$ cat src/rtl/therm_pkg.sv
// Shared types, default temperature-unit constants and the saturation helper
// used by the thermistor scanner.
package therm_pkg;

  typedef enum logic [1:0] {
    ST_IDLE = 2'd0,
    ST_REQ  = 2'd1,
    ST_CONV = 2'd2,
    ST_OUT  = 2'd3
  } therm_state_e;

  // Temperatures are in 0.1 degC steps; these defaults map 12-bit codes to that scale.
  localparam int          DEF_GAIN   = -100;
  localparam int          DEF_FRAC   = 4;
  localparam int          DEF_OFFSET = 2000;
  localparam int unsigned DEF_HYST   = 50;
  localparam int          SAT_W      = 64;

  function automatic logic signed [SAT_W-1:0] sat_signed(
    input logic signed [SAT_W-1:0] x,
    input int unsigned             w
  );
    logic signed [SAT_W-1:0] hi;
    logic signed [SAT_W-1:0] lo;
    hi = (64'sd1 <<< (w - 32'd1)) - 64'sd1;
    lo = -(64'sd1 <<< (w - 32'd1));
    if (x > hi) begin
      sat_signed = hi;
    end else if (x < lo) begin
      sat_signed = lo;
    end else begin
      sat_signed = x;
    end
  endfunction

endpackage

$ cat src/rtl/therm_lin.sv
// Combinational linearisation of an averaged ADC code into a saturated,
// signed fixed-point temperature.
module therm_lin
  import therm_pkg::*;
#(
  parameter int V_WIDTH = 12,
  parameter int T_WIDTH = 16,
  parameter int GAIN    = DEF_GAIN,
  parameter int FRAC    = DEF_FRAC,
  parameter int OFFSET  = DEF_OFFSET
) (
  input  logic        [V_WIDTH-1:0] avg,
  output logic signed [T_WIDTH-1:0] t
);

  logic signed [SAT_W-1:0] prod_s;
  logic signed [SAT_W-1:0] sum_s;
  logic signed [SAT_W-1:0] sat_s;
  logic                    unused_sat_hi;

  // Wide signed datapath so neither the product nor the offset can wrap before clamping.
  always_comb begin
    prod_s = $signed({{(SAT_W-V_WIDTH){1'b0}}, avg}) * $signed(SAT_W'(GAIN));
    sum_s  = (prod_s >>> FRAC) + $signed(SAT_W'(OFFSET));
    sat_s  = sat_signed(sum_s, T_WIDTH);
    t      = sat_s[T_WIDTH-1:0];
  end

  assign unused_sat_hi = ^sat_s[SAT_W-1:T_WIDTH];

endmodule

$ cat src/rtl/therm_scanner.sv
// Round-robin multi-channel thermistor scanner: averages ADC samples per channel,
// linearises them and presents results with per-channel hysteretic alarms.
module therm_scanner
  import therm_pkg::*;
#(
  parameter int          CHANNELS = 4,
  parameter int          V_WIDTH  = 12,
  parameter int          T_WIDTH  = 16,
  parameter int          AVG_LOG2 = 2,
  parameter int          GAIN     = DEF_GAIN,
  parameter int          FRAC     = DEF_FRAC,
  parameter int          OFFSET   = DEF_OFFSET,
  parameter int unsigned HYST     = DEF_HYST
) (
  input  logic                        clk,
  input  logic                        rst,
  input  logic                        enable,
  output logic                        adc_req,
  output logic [$clog2(CHANNELS)-1:0] adc_chan,
  input  logic                        adc_valid,
  input  logic [V_WIDTH-1:0]          adc_data,
  output logic                        temp_valid,
  input  logic                        temp_ready,
  output logic [$clog2(CHANNELS)-1:0] temp_chan,
  output logic signed [T_WIDTH-1:0]   temp_data,
  input  logic signed [T_WIDTH-1:0]   alarm_hi,
  output logic [CHANNELS-1:0]         alarm
);

  localparam int CW    = $clog2(CHANNELS);
  localparam int AW    = V_WIDTH + AVG_LOG2;
  localparam int CNT_W = AVG_LOG2 + 1;
  localparam int AL_W  = T_WIDTH + 2;
  localparam logic [CNT_W-1:0] CNT_LAST  = CNT_W'((1 << AVG_LOG2) - 1);
  localparam logic [CW-1:0]    CHAN_LAST = CW'(CHANNELS - 1);

  therm_state_e               state_q, state_d;
  logic [CW-1:0]              chan_q, chan_d;
  logic [AW-1:0]              acc_q, acc_d;
  logic [CNT_W-1:0]           cnt_q, cnt_d;
  logic                       adc_req_q, adc_req_d;
  logic                       temp_valid_q, temp_valid_d;
  logic [CW-1:0]              temp_chan_q, temp_chan_d;
  logic signed [T_WIDTH-1:0]  temp_data_q, temp_data_d;
  logic [CHANNELS-1:0]        alarm_q, alarm_d;

  logic [V_WIDTH-1:0]         avg_s;
  logic signed [T_WIDTH-1:0]  t_s;
  logic signed [AL_W-1:0]     t_ext_s, hi_ext_s, lo_ext_s;
  logic                       alarm_set_s, alarm_clr_s;
  logic [CW-1:0]              chan_next_s;

  assign avg_s = V_WIDTH'(acc_q >> AVG_LOG2);

  therm_lin #(
    .V_WIDTH (V_WIDTH),
    .T_WIDTH (T_WIDTH),
    .GAIN    (GAIN),
    .FRAC    (FRAC),
    .OFFSET  (OFFSET)
  ) u_lin (
    .avg (avg_s),
    .t   (t_s)
  );

  // Alarm thresholds; two extra bits keep alarm_hi - HYST from wrapping.
  always_comb begin
    t_ext_s     = AL_W'(t_s);
    hi_ext_s    = AL_W'(alarm_hi);
    lo_ext_s    = hi_ext_s - $signed(AL_W'(HYST));
    alarm_set_s = (t_ext_s >= hi_ext_s);
    alarm_clr_s = (t_ext_s < lo_ext_s);
    if (chan_q == CHAN_LAST) begin
      chan_next_s = {CW{1'b0}};
    end else begin
      chan_next_s = chan_q + CW'(1);
    end
  end

  // Next-state and next-output logic of the scan FSM.
  always_comb begin
    state_d      = state_q;
    chan_d       = chan_q;
    acc_d        = acc_q;
    cnt_d        = cnt_q;
    adc_req_d    = adc_req_q;
    temp_valid_d = temp_valid_q;
    temp_chan_d  = temp_chan_q;
    temp_data_d  = temp_data_q;
    alarm_d      = alarm_q;
    case (state_q)
      ST_IDLE: begin
        adc_req_d = 1'b0;
        if (enable) begin
          state_d   = ST_REQ;
          adc_req_d = 1'b1;
        end else begin
          state_d   = ST_IDLE;
        end
      end
      ST_REQ: begin
        if (adc_req_q && adc_valid) begin
          acc_d = acc_q + AW'(adc_data);
          cnt_d = cnt_q + CNT_W'(1);
          if (cnt_q == CNT_LAST) begin
            state_d   = ST_CONV;
            adc_req_d = 1'b0;
          end else begin
            state_d   = ST_REQ;
          end
        end else begin
          state_d = ST_REQ;
        end
      end
      ST_CONV: begin
        temp_data_d  = t_s;
        temp_chan_d  = chan_q;
        temp_valid_d = 1'b1;
        acc_d        = {AW{1'b0}};
        cnt_d        = {CNT_W{1'b0}};
        state_d      = ST_OUT;
        if (alarm_set_s) begin
          alarm_d[chan_q] = 1'b1;
        end else if (alarm_clr_s) begin
          alarm_d[chan_q] = 1'b0;
        end else begin
          alarm_d[chan_q] = alarm_q[chan_q];
        end
      end
      ST_OUT: begin
        if (temp_ready) begin
          temp_valid_d = 1'b0;
          chan_d       = chan_next_s;
          if (enable) begin
            state_d   = ST_REQ;
            adc_req_d = 1'b1;
          end else begin
            state_d   = ST_IDLE;
          end
        end else begin
          state_d = ST_OUT;
        end
      end
      default: begin
        state_d      = ST_IDLE;
        adc_req_d    = 1'b0;
        temp_valid_d = 1'b0;
      end
    endcase
  end

  // State and output registers.
  always_ff @(posedge clk or posedge rst) begin
    if (rst) begin
      state_q      <= ST_IDLE;
      chan_q       <= {CW{1'b0}};
      acc_q        <= {AW{1'b0}};
      cnt_q        <= {CNT_W{1'b0}};
      adc_req_q    <= 1'b0;
      temp_valid_q <= 1'b0;
      temp_chan_q  <= {CW{1'b0}};
      temp_data_q  <= {T_WIDTH{1'b0}};
      alarm_q      <= {CHANNELS{1'b0}};
    end else begin
      state_q      <= state_d;
      chan_q       <= chan_d;
      acc_q        <= acc_d;
      cnt_q        <= cnt_d;
      adc_req_q    <= adc_req_d;
      temp_valid_q <= temp_valid_d;
      temp_chan_q  <= temp_chan_d;
      temp_data_q  <= temp_data_d;
      alarm_q      <= alarm_d;
    end
  end

  assign adc_req    = adc_req_q;
  assign adc_chan   = chan_q;
  assign temp_valid = temp_valid_q;
  assign temp_chan  = temp_chan_q;
  assign temp_data  = temp_data_q;
  assign alarm      = alarm_q;

endmodule

$ cat config.mk
export PLATFORM = sky130hd
export DESIGN_NAME = therm_scanner
export DESIGN_NICKNAME = d
export VERILOG_FILES = /design/src/rtl/therm_pkg.sv /design/src/rtl/therm_lin.sv /design/src/rtl/therm_scanner.sv
export SDC_FILE = /design/constraint.sdc
export NUM_CORES = 1
export LEC_CHECK = 0
export ABC_AREA = 1
export ABC_CLOCK_PERIOD_IN_PS = 7100
export CORE_ASPECT_RATIO = 0.5
export CORE_MARGIN = 2
export CORE_UTILIZATION = 60
export DETAILED_ROUTE_END_ITERATION = 6
export DONT_BUFFER_PORTS = 1
export PLACE_DENSITY_LB_ADDON = 0.1
export SYNTH_ARGS = -nofsm -noshare
export SYNTH_HDL_FRONTEND = slang
export SYNTH_SLANG_ARGS = --single-unit
$ cat constraint.sdc
create_clock -name clk -period 7.1 [get_ports clk]
set_input_delay 0.355 -clock clk [delete_from_list [all_inputs] [get_ports clk]]
set_output_delay 0.355 -clock clk [all_outputs]
set_load 0.005 [all_outputs]
* Word-level counts from Yosys, hierarchy flattened
Cells that the tools add are included.
** Word-level totals
- Output and inout bits :: 26
- Flip-flop bits (word level) :: 45
** Cells by class
- Order comparisons :: 6
- Add/sub/neg operators :: 5
- Bitwise logic cells :: 3
- Equality and inequality tests :: 9
- $mul :: 1
- Multiplexer cells :: 27
- Reduce and logical (&&, ||, !) cells :: 10
** Operators with widths (number)
- 16-bit 2-to-1 mux :: 2
- 14-bit case mux with 2 select lines :: 1
- 13-bit by 6-bit multiplier with 19-bit output, second input constant :: 1
- 17-bit by 12-bit adder with 18-bit output, second input constant :: 1
- 18-bit by 16-bit greater-than comparator with 1-bit output, second input constant :: 1
- 18-bit by 16-bit less-than comparator with 1-bit output, second input constant :: 1
- 16-bit by 17-bit less-than comparator with 1-bit output :: 1
- 16-bit by 7-bit subtractor with 17-bit output, second input constant :: 1
- 16-bit >= comparator :: 1
- 14-bit by 12-bit adder with 14-bit output :: 1
- 14-bit 2-to-1 mux :: 1
- 1-bit 2-to-1 mux :: 9
- 2-bit 2-to-1 mux :: 4
- 4-bit 2-to-1 mux :: 2
- 2-bit != test, second input constant :: 4
- 2-bit case mux with 4 select lines :: 1
- 2-bit equality test, second input constant :: 3
- 3-bit case mux with 2 select lines :: 1
- 2-bit AND reduction :: 3
- 5-bit AND reduction :: 1
- 4-bit AND :: 1
- 4-bit bitwise mux :: 1
- 4-bit NOT :: 1
- 4-bit OR :: 1
- other kinds (15) :: 17

* Longest topological paths before layout
- Depth after elaboration :: 8
- Mapped depth :: 46
- Mapped depth without buffers :: 44

* Hierarchy
From an unflattened synthesis, not the netlist that was laid out.
** Unflattened totals
- Cell total of the unflattened synthesis :: 855
- Area, all modules :: 5935.7 um2
** Modules (own cells, without submodules)
- therm_scanner :: times used 1, area an instance 3708.6 um2, cells each 517, seq. area each 1126.1 um2
- therm_lin :: times used 1, area an instance 2227.1 um2, cells each 338, seq. area each 0.0 um2

* Least setup slack after synthesis
No wires, ideal clock.
- Kind :: register -> register
- Start point :: reg acc_q[6]
- End point :: reg alarm_q[3], in the netlist alarm[3]
- Cell stages (with the launch flop) :: 42
- Required time :: 6.979 ns
- Arrival :: 6.164 ns
- Setup slack :: 0.816 ns
- Library setup time :: 0.121 ns
- Path through :: dfrtp_1 inv_1 fa_1 inv_1 fa_1 fa_1 ha_1 ha_1 nand2_1 nand3_2 or2_1 and2_1 ha_1 inv_1 nand2_1 nor2_2 nand4_1 nand3_1 (+6 left out) ha_1 o21ai_0 a21oi_1 or2_2 nand3_1 nand3_1 nand2_1 nand2_1 nand2_1 nand2_1 nand2_1 nand2_2 nand2_2 nand2_4 nand3_4 nor2_2 o21ai_0 nand2_1
** Between the ends
- Longest elaborated chain between the ends :: 8
** Ends and longest elaborated chain
- from (decl) :: RTL line therm_scanner.sv:39 : logic [AW-1:0] acc_q, acc_d;
- from (signal assigned) :: RTL line therm_scanner.sv:157 : acc_q <= {AW{1'b0}};
- 13-bit by 6-bit multiplier with 19-bit output (*) :: RTL line therm_lin.sv:23 : prod_s = $signed({{(SAT_W-V_WIDTH){1'b0}}, avg}) * $signed(SAT_W'(GAIN));
- 17-bit by 12-bit adder with 18-bit output (*) :: RTL line therm_lin.sv:24 : sum_s = (prod_s >>> FRAC) + $signed(SAT_W'(OFFSET));
- 18-bit by 16-bit less-than comparator with 1-bit output :: RTL line therm_pkg.sv:29 : end else if (x < lo) begin
- 16-bit 2-to-1 mux :: RTL line therm_pkg.sv:29
- 16-bit 2-to-1 mux (*) :: RTL line therm_pkg.sv:27 : if (x > hi) begin
- via t_s[1] :: RTL line therm_scanner.sv:48 : logic signed [T_WIDTH-1:0] t_s;
- 16-bit by 17-bit less-than comparator with 1-bit output :: RTL line therm_scanner.sv:72 : alarm_clr_s = (t_ext_s < lo_ext_s);
- 4-bit 2-to-1 mux :: RTL line therm_scanner.sv:124 : end else if (alarm_clr_s) begin
- 4-bit 2-to-1 mux (*) :: RTL line therm_scanner.sv:122 : if (alarm_set_s) begin
- to (signal assigned) :: RTL line therm_scanner.sv:163 : alarm_q <= {CHANNELS{1'b0}};
- to (signal assigned) :: RTL line therm_scanner.sv:173 : alarm_q <= alarm_d;
- to (decl) :: RTL line therm_scanner.sv:45 : logic [CHANNELS-1:0] alarm_q, alarm_d;
The timed path passes the listed nets; every way through them passes the cells marked *.
A chain may end at the register's enable or synchronous reset.

* Worst setup path in the final report
- Start point :: reg acc_q[6]
- End point :: reg alarm_q[2], in the netlist alarm[2]
The elaborated chain is that of the path after synthesis.

==> report_table.html <==
<table>
<tr><th>Metric</th><th>Value</th></tr>
<tr><th colspan="2">Clocking</th></tr>
<tr><td>Root Driver</td><td>clkbuf_16</td></tr>
<tr><td>CTS clock-pin slew for the worst setup and hold paths</td><td>roughly 70 ps</td></tr>
<tr><td>Latest clock arrival within the worst-skew pair</td><td>roughly 300 ps</td></tr>
<tr><td>Maximum count of clock buffers along a single path</td><td>2</td></tr>
<tr><td>Post-cts hold buffer count</td><td>0</td></tr>
<tr><td>CTS tree</td><td>built</td></tr>
<tr><td>Num CTS Buffers</td><td>5</td></tr>
<tr><td>Level count of the clock H-tree</td><td>2</td></tr>
<tr><td>Clk sinks</td><td>between 40 and 50</td></tr>
<tr><th colspan="2">Cells and area</th></tr>
<tr><td>Relative area change from synthesis to final layout</td><td>4.95%</td></tr>
<tr><td>Layout cells sized above 1</td><td>6.54%</td></tr>
<tr><td>Final standard cell utilization of the core</td><td>around two thirds</td></tr>
<tr><td>Nets</td><td>slightly above 900</td></tr>
<tr><td>Antenna Cells</td><td>0</td></tr>
<tr><th colspan="2">Synth</th></tr>
<tr><td>Number of distinct library cells after synthesis</td><td>39</td></tr>
<tr><td>Syn Area/Cell</td><td>7.11 µm²</td></tr>
<tr><td>Commonest register cell after synthesis</td><td>dfrtp_1</td></tr>
<tr><td>Share of flip-flops with an asynchronous set or reset after synthesis</td><td>100%</td></tr>
<tr><td>Post-synthesis cell type with the largest combined area</td><td>dfrtp_1</td></tr>
<tr><td>Number of instances in the synthesized netlist</td><td>between 700 and 800</td></tr>
<tr><td>Fraction of the yosys area taken by sequential cells</td><td>20.3%</td></tr>
<tr><td>Area fraction of the dominant cell type after synthesis</td><td>between 20% and 30%</td></tr>
<tr><td>Dominant cells by area after synthesis</td><td>dfrtp_1 20%, ha_1 20%, nand2_1 13%</td></tr>
<tr><td>Post-synth EDFFs</td><td>0</td></tr>
<tr><td>Dominant cell by count in the synthesized netlist</td><td>nand2_1</td></tr>
<tr><td>FF+latch count, synth</td><td>45</td></tr>
<tr><td>Most common library cells after synthesis</td><td>195 x nand2_1, 147 x inv_1, 87 x ha_1</td></tr>
<tr><td>Synthesized area</td><td>between 5000 and 6000 µm²</td></tr>
<tr><td>Post-Synthesis Net Count</td><td>just over 900</td></tr>
<tr><td>Synth warnings</td><td>0</td></tr>
<tr><th colspan="2">Route</th></tr>
<tr><td>Final Routed Wirelength</td><td>12.0 mm</td></tr>
<tr><td>DRC violation count after routing</td><td>0</td></tr>
<tr><td>Antenna violation net count after detailed routing</td><td>0</td></tr>
<tr><td>DR vias</td><td>4738</td></tr>
<tr><td>Count of routing violations after the opening detailed-route iteration</td><td>322</td></tr>
<tr><td>Routed len/inst</td><td>about 13 µm</td></tr>
<tr><td>Detail-routed via count per cell</td><td>around 5.3</td></tr>
<tr><td>Total iterations of the first detailed-routing run</td><td>5</td></tr>
<tr><th colspan="2">Critical path</th></tr>
<tr><td>Critical path launch point type</td><td>register</td></tr>
<tr><td>Worst Path Arrival</td><td>6650 ps</td></tr>
<tr><td>R2r setup slk</td><td>between 600 and 700 ps</td></tr>
<tr><td>Slowest stage cell, crit path</td><td>fa_1</td></tr>
<tr><td>CP peak stage delay</td><td>550 ps</td></tr>
<tr><td>Number of buffers and inverters on the critical path</td><td>4</td></tr>
<tr><td>Crit. Startpoint</td><td>acc_q[6]</td></tr>
<tr><td>Critical Path End</td><td>alarm[2]</td></tr>
<tr><td>Maximum fanout count along the critical path</td><td>8</td></tr>
<tr><td>Worst path required time</td><td>7290 ps</td></tr>
<tr><td>Kind of cell adding the most delay to the critical path</td><td>adder cells</td></tr>
<tr><td>Reg-to-reg critical path endpoint</td><td>alarm[2]</td></tr>
<tr><td>Worst R2R Path Depth</td><td>32</td></tr>
<tr><td>CP dominant cell by count</td><td>nand2_1</td></tr>
<tr><td>Startpoint-to-endpoint class of the critical path</td><td>reg2reg</td></tr>
<tr><td>Crit end category</td><td>register</td></tr>
<tr><td>Beginning of the worst register-to-register path</td><td>acc_q[6]</td></tr>
<tr><td>Number of stages on the worst setup path</td><td>32</td></tr>
<tr><th colspan="2">Timing</th></tr>
<tr><td>Setup repair after global routing missed its margin</td><td>no</td></tr>
<tr><td>Final setup violation count</td><td>0</td></tr>
<tr><td>Worst-margin pin slew</td><td>963 ps</td></tr>
<tr><td>Total negative slack</td><td>0 ps</td></tr>
<tr><td>Final number of max-transition violations</td><td>0</td></tr>
<tr><td>Slew headroom</td><td>35.7%</td></tr>
<tr><td>Peak Freq</td><td>between 150 and 200 MHz</td></tr>
<tr><td>Hold violation total from the final report</td><td>0</td></tr>
<tr><td>Final worst-path cycle share</td><td>90.9%</td></tr>
<tr><td>Setup clock skew after layout</td><td>about 8.4 ps</td></tr>
<tr><td>Crit path time final</td><td>roughly 6500 ps</td></tr>
<tr><th colspan="2">GRT</th></tr>
<tr><td>Wire length of the first global-routing pass</td><td>20.8 mm</td></tr>
<tr><td>Maximum number of pins on one net before global-route repair</td><td>46</td></tr>
<tr><td>Total Routing Usage GR</td><td>25.2%</td></tr>
<tr><td>Vias in the first global route</td><td>4531</td></tr>
<tr><td>Initial antenna violation count</td><td>0</td></tr>
<tr><td>GR Overflow Total</td><td>0</td></tr>
<tr><th colspan="2">Die</th></tr>
<tr><td>Die Outline Area</td><td>around 10000 µm²</td></tr>
<tr><td>Std-Cell Rows</td><td>24</td></tr>
<tr><td>Horizontal die dimension</td><td>~140 µm</td></tr>
<tr><td>Height of the chip</td><td>slightly above 70 µm</td></tr>
<tr><td>Initial core utilization</td><td>between 60% and 70%</td></tr>
<tr><td>Core area</td><td>8830 µm²</td></tr>
<tr><td>Num ports</td><td>59</td></tr>
<tr><th colspan="2">Place</th></tr>
<tr><td>Buffers added on ports</td><td>0</td></tr>
<tr><td>DPL Wire Length</td><td>between 9 and 10 mm</td></tr>
<tr><td>Gp weighted congestion</td><td>between 0.8 and 0.9</td></tr>
<tr><th colspan="2">Job</th></tr>
<tr><td>Number of max-cap violations</td><td>0</td></tr>
<tr><th colspan="2">Run status</th></tr>
<tr><td>Run status</td><td>completed</td></tr>
<tr><th colspan="2">Hold path</th></tr>
<tr><td>Tightest Hold Check Type</td><td>in2async</td></tr>
</table>
-- kinds of logic (layout without fill, tap and decap cells) --
group                    Yosys count  in the layout  synth area share [%]
AO/OA/AOI/OAI                     99             99                  10.1
XOR/XNOR                          24             24                  3.80
adder cells (fa/ha/maj)          108            108                  27.3
buffers and inverters            160            161                  11.0
flip-flops                        45             45                  20.3
AND/OR/NAND/NOR                  343            343                  27.5
-- timing repair --
item / in CTS / in global routing
endpoints found under the setup margin: 0 / 4
resized for setup: 0 / 6
buffers inserted: 0 / 0
-- worst min path at each step --
stage	from	endpoint	slack (ps)
4_1_cts	rst	cnt_q[1]	180
5_1_grt	enable	state_q[0]	200
6_report	rst	adc_req	150
3_5_place_dp	temp_data[13]	temp_data[13]	500
3_3_place_gp	cnt_q[0]	cnt_q[0]	490
2_1_floorplan	cnt_q[0]	cnt_q[0]	470
-- worst register-to-register path, delay by kind of cell (launching register included) --
family	cells	cell delay [ps]
fa+ha+maj	7	2650
compound gates	5	990
flops	1	380
buf+inv	4	360
simple gates	16	1970
-- layout make-up --
class | count | area (µm²)
Clock buffer | 5 | 125
Tap cell | 117 | 146
Fill cell | 812 | 3020
Multi-Input combinational cell | 574 | 3810
Clock inverter | 3 | 25.0
Timing Repair Buffer | 1 | 7.51
Inverter | 152 | 571
Sequential cell | 45 | 1130
-- layer usage --
layer	vias to the layer above	wire length, µm	global-route usage, %	share of wire, %
li1	2491	-	-	-
met1	2174	5920	34.4	49
met2	64	5520	43.7	46
met3	9	511	4.55	4.3
met4	0	69	3.33	0.57
met5	-	0	0	0
-- metrics by stage --
step | hold slack (ps) | cells | setup slack, ps | instance area, µm²
after global routing | 200 | 897 | 59.1 | 5810
final | 148 | 897 | 645 | 5810
after floorplan | 468 | 779 | 816 | 5540
after CTS | 184 | 897 | 401 | 5800
after detailed placement | 500 | 889 | 414 | 5650
after global placement | 488 | 889 | 584 | 5650
-- layout by cell type (no fill, tap or decap), types with 4 or more instances in the layout --
cell and count:
xor2_1 20, a31oi_1 6, nor2_2 10, clkbuf_16 5
xnor2_1 4, dfrtp_1 45, nand2_1 195, nand4_1 8
o21ai_0 39, fa_1 21, o21ai_1 4, inv_2 7
nor3_1 6, nand2_2 11, o22ai_1 9, nand3_1 53
nor2_1 46, a21oi_1 26, ha_1 86, inv_1 144
-- sequential cells by signal, indices dropped and copies added, names as in the netlist --
register / count
acc_q: 14
adc_chan: 2
adc_req: 1
alarm: 4
cnt_q: 3
state_q: 2
temp_chan: 2
temp_data: 16
temp_valid: 1
Power is not shown: default switching activity piles up to over one toggle a cycle in this logic, so the estimate is an artifact.
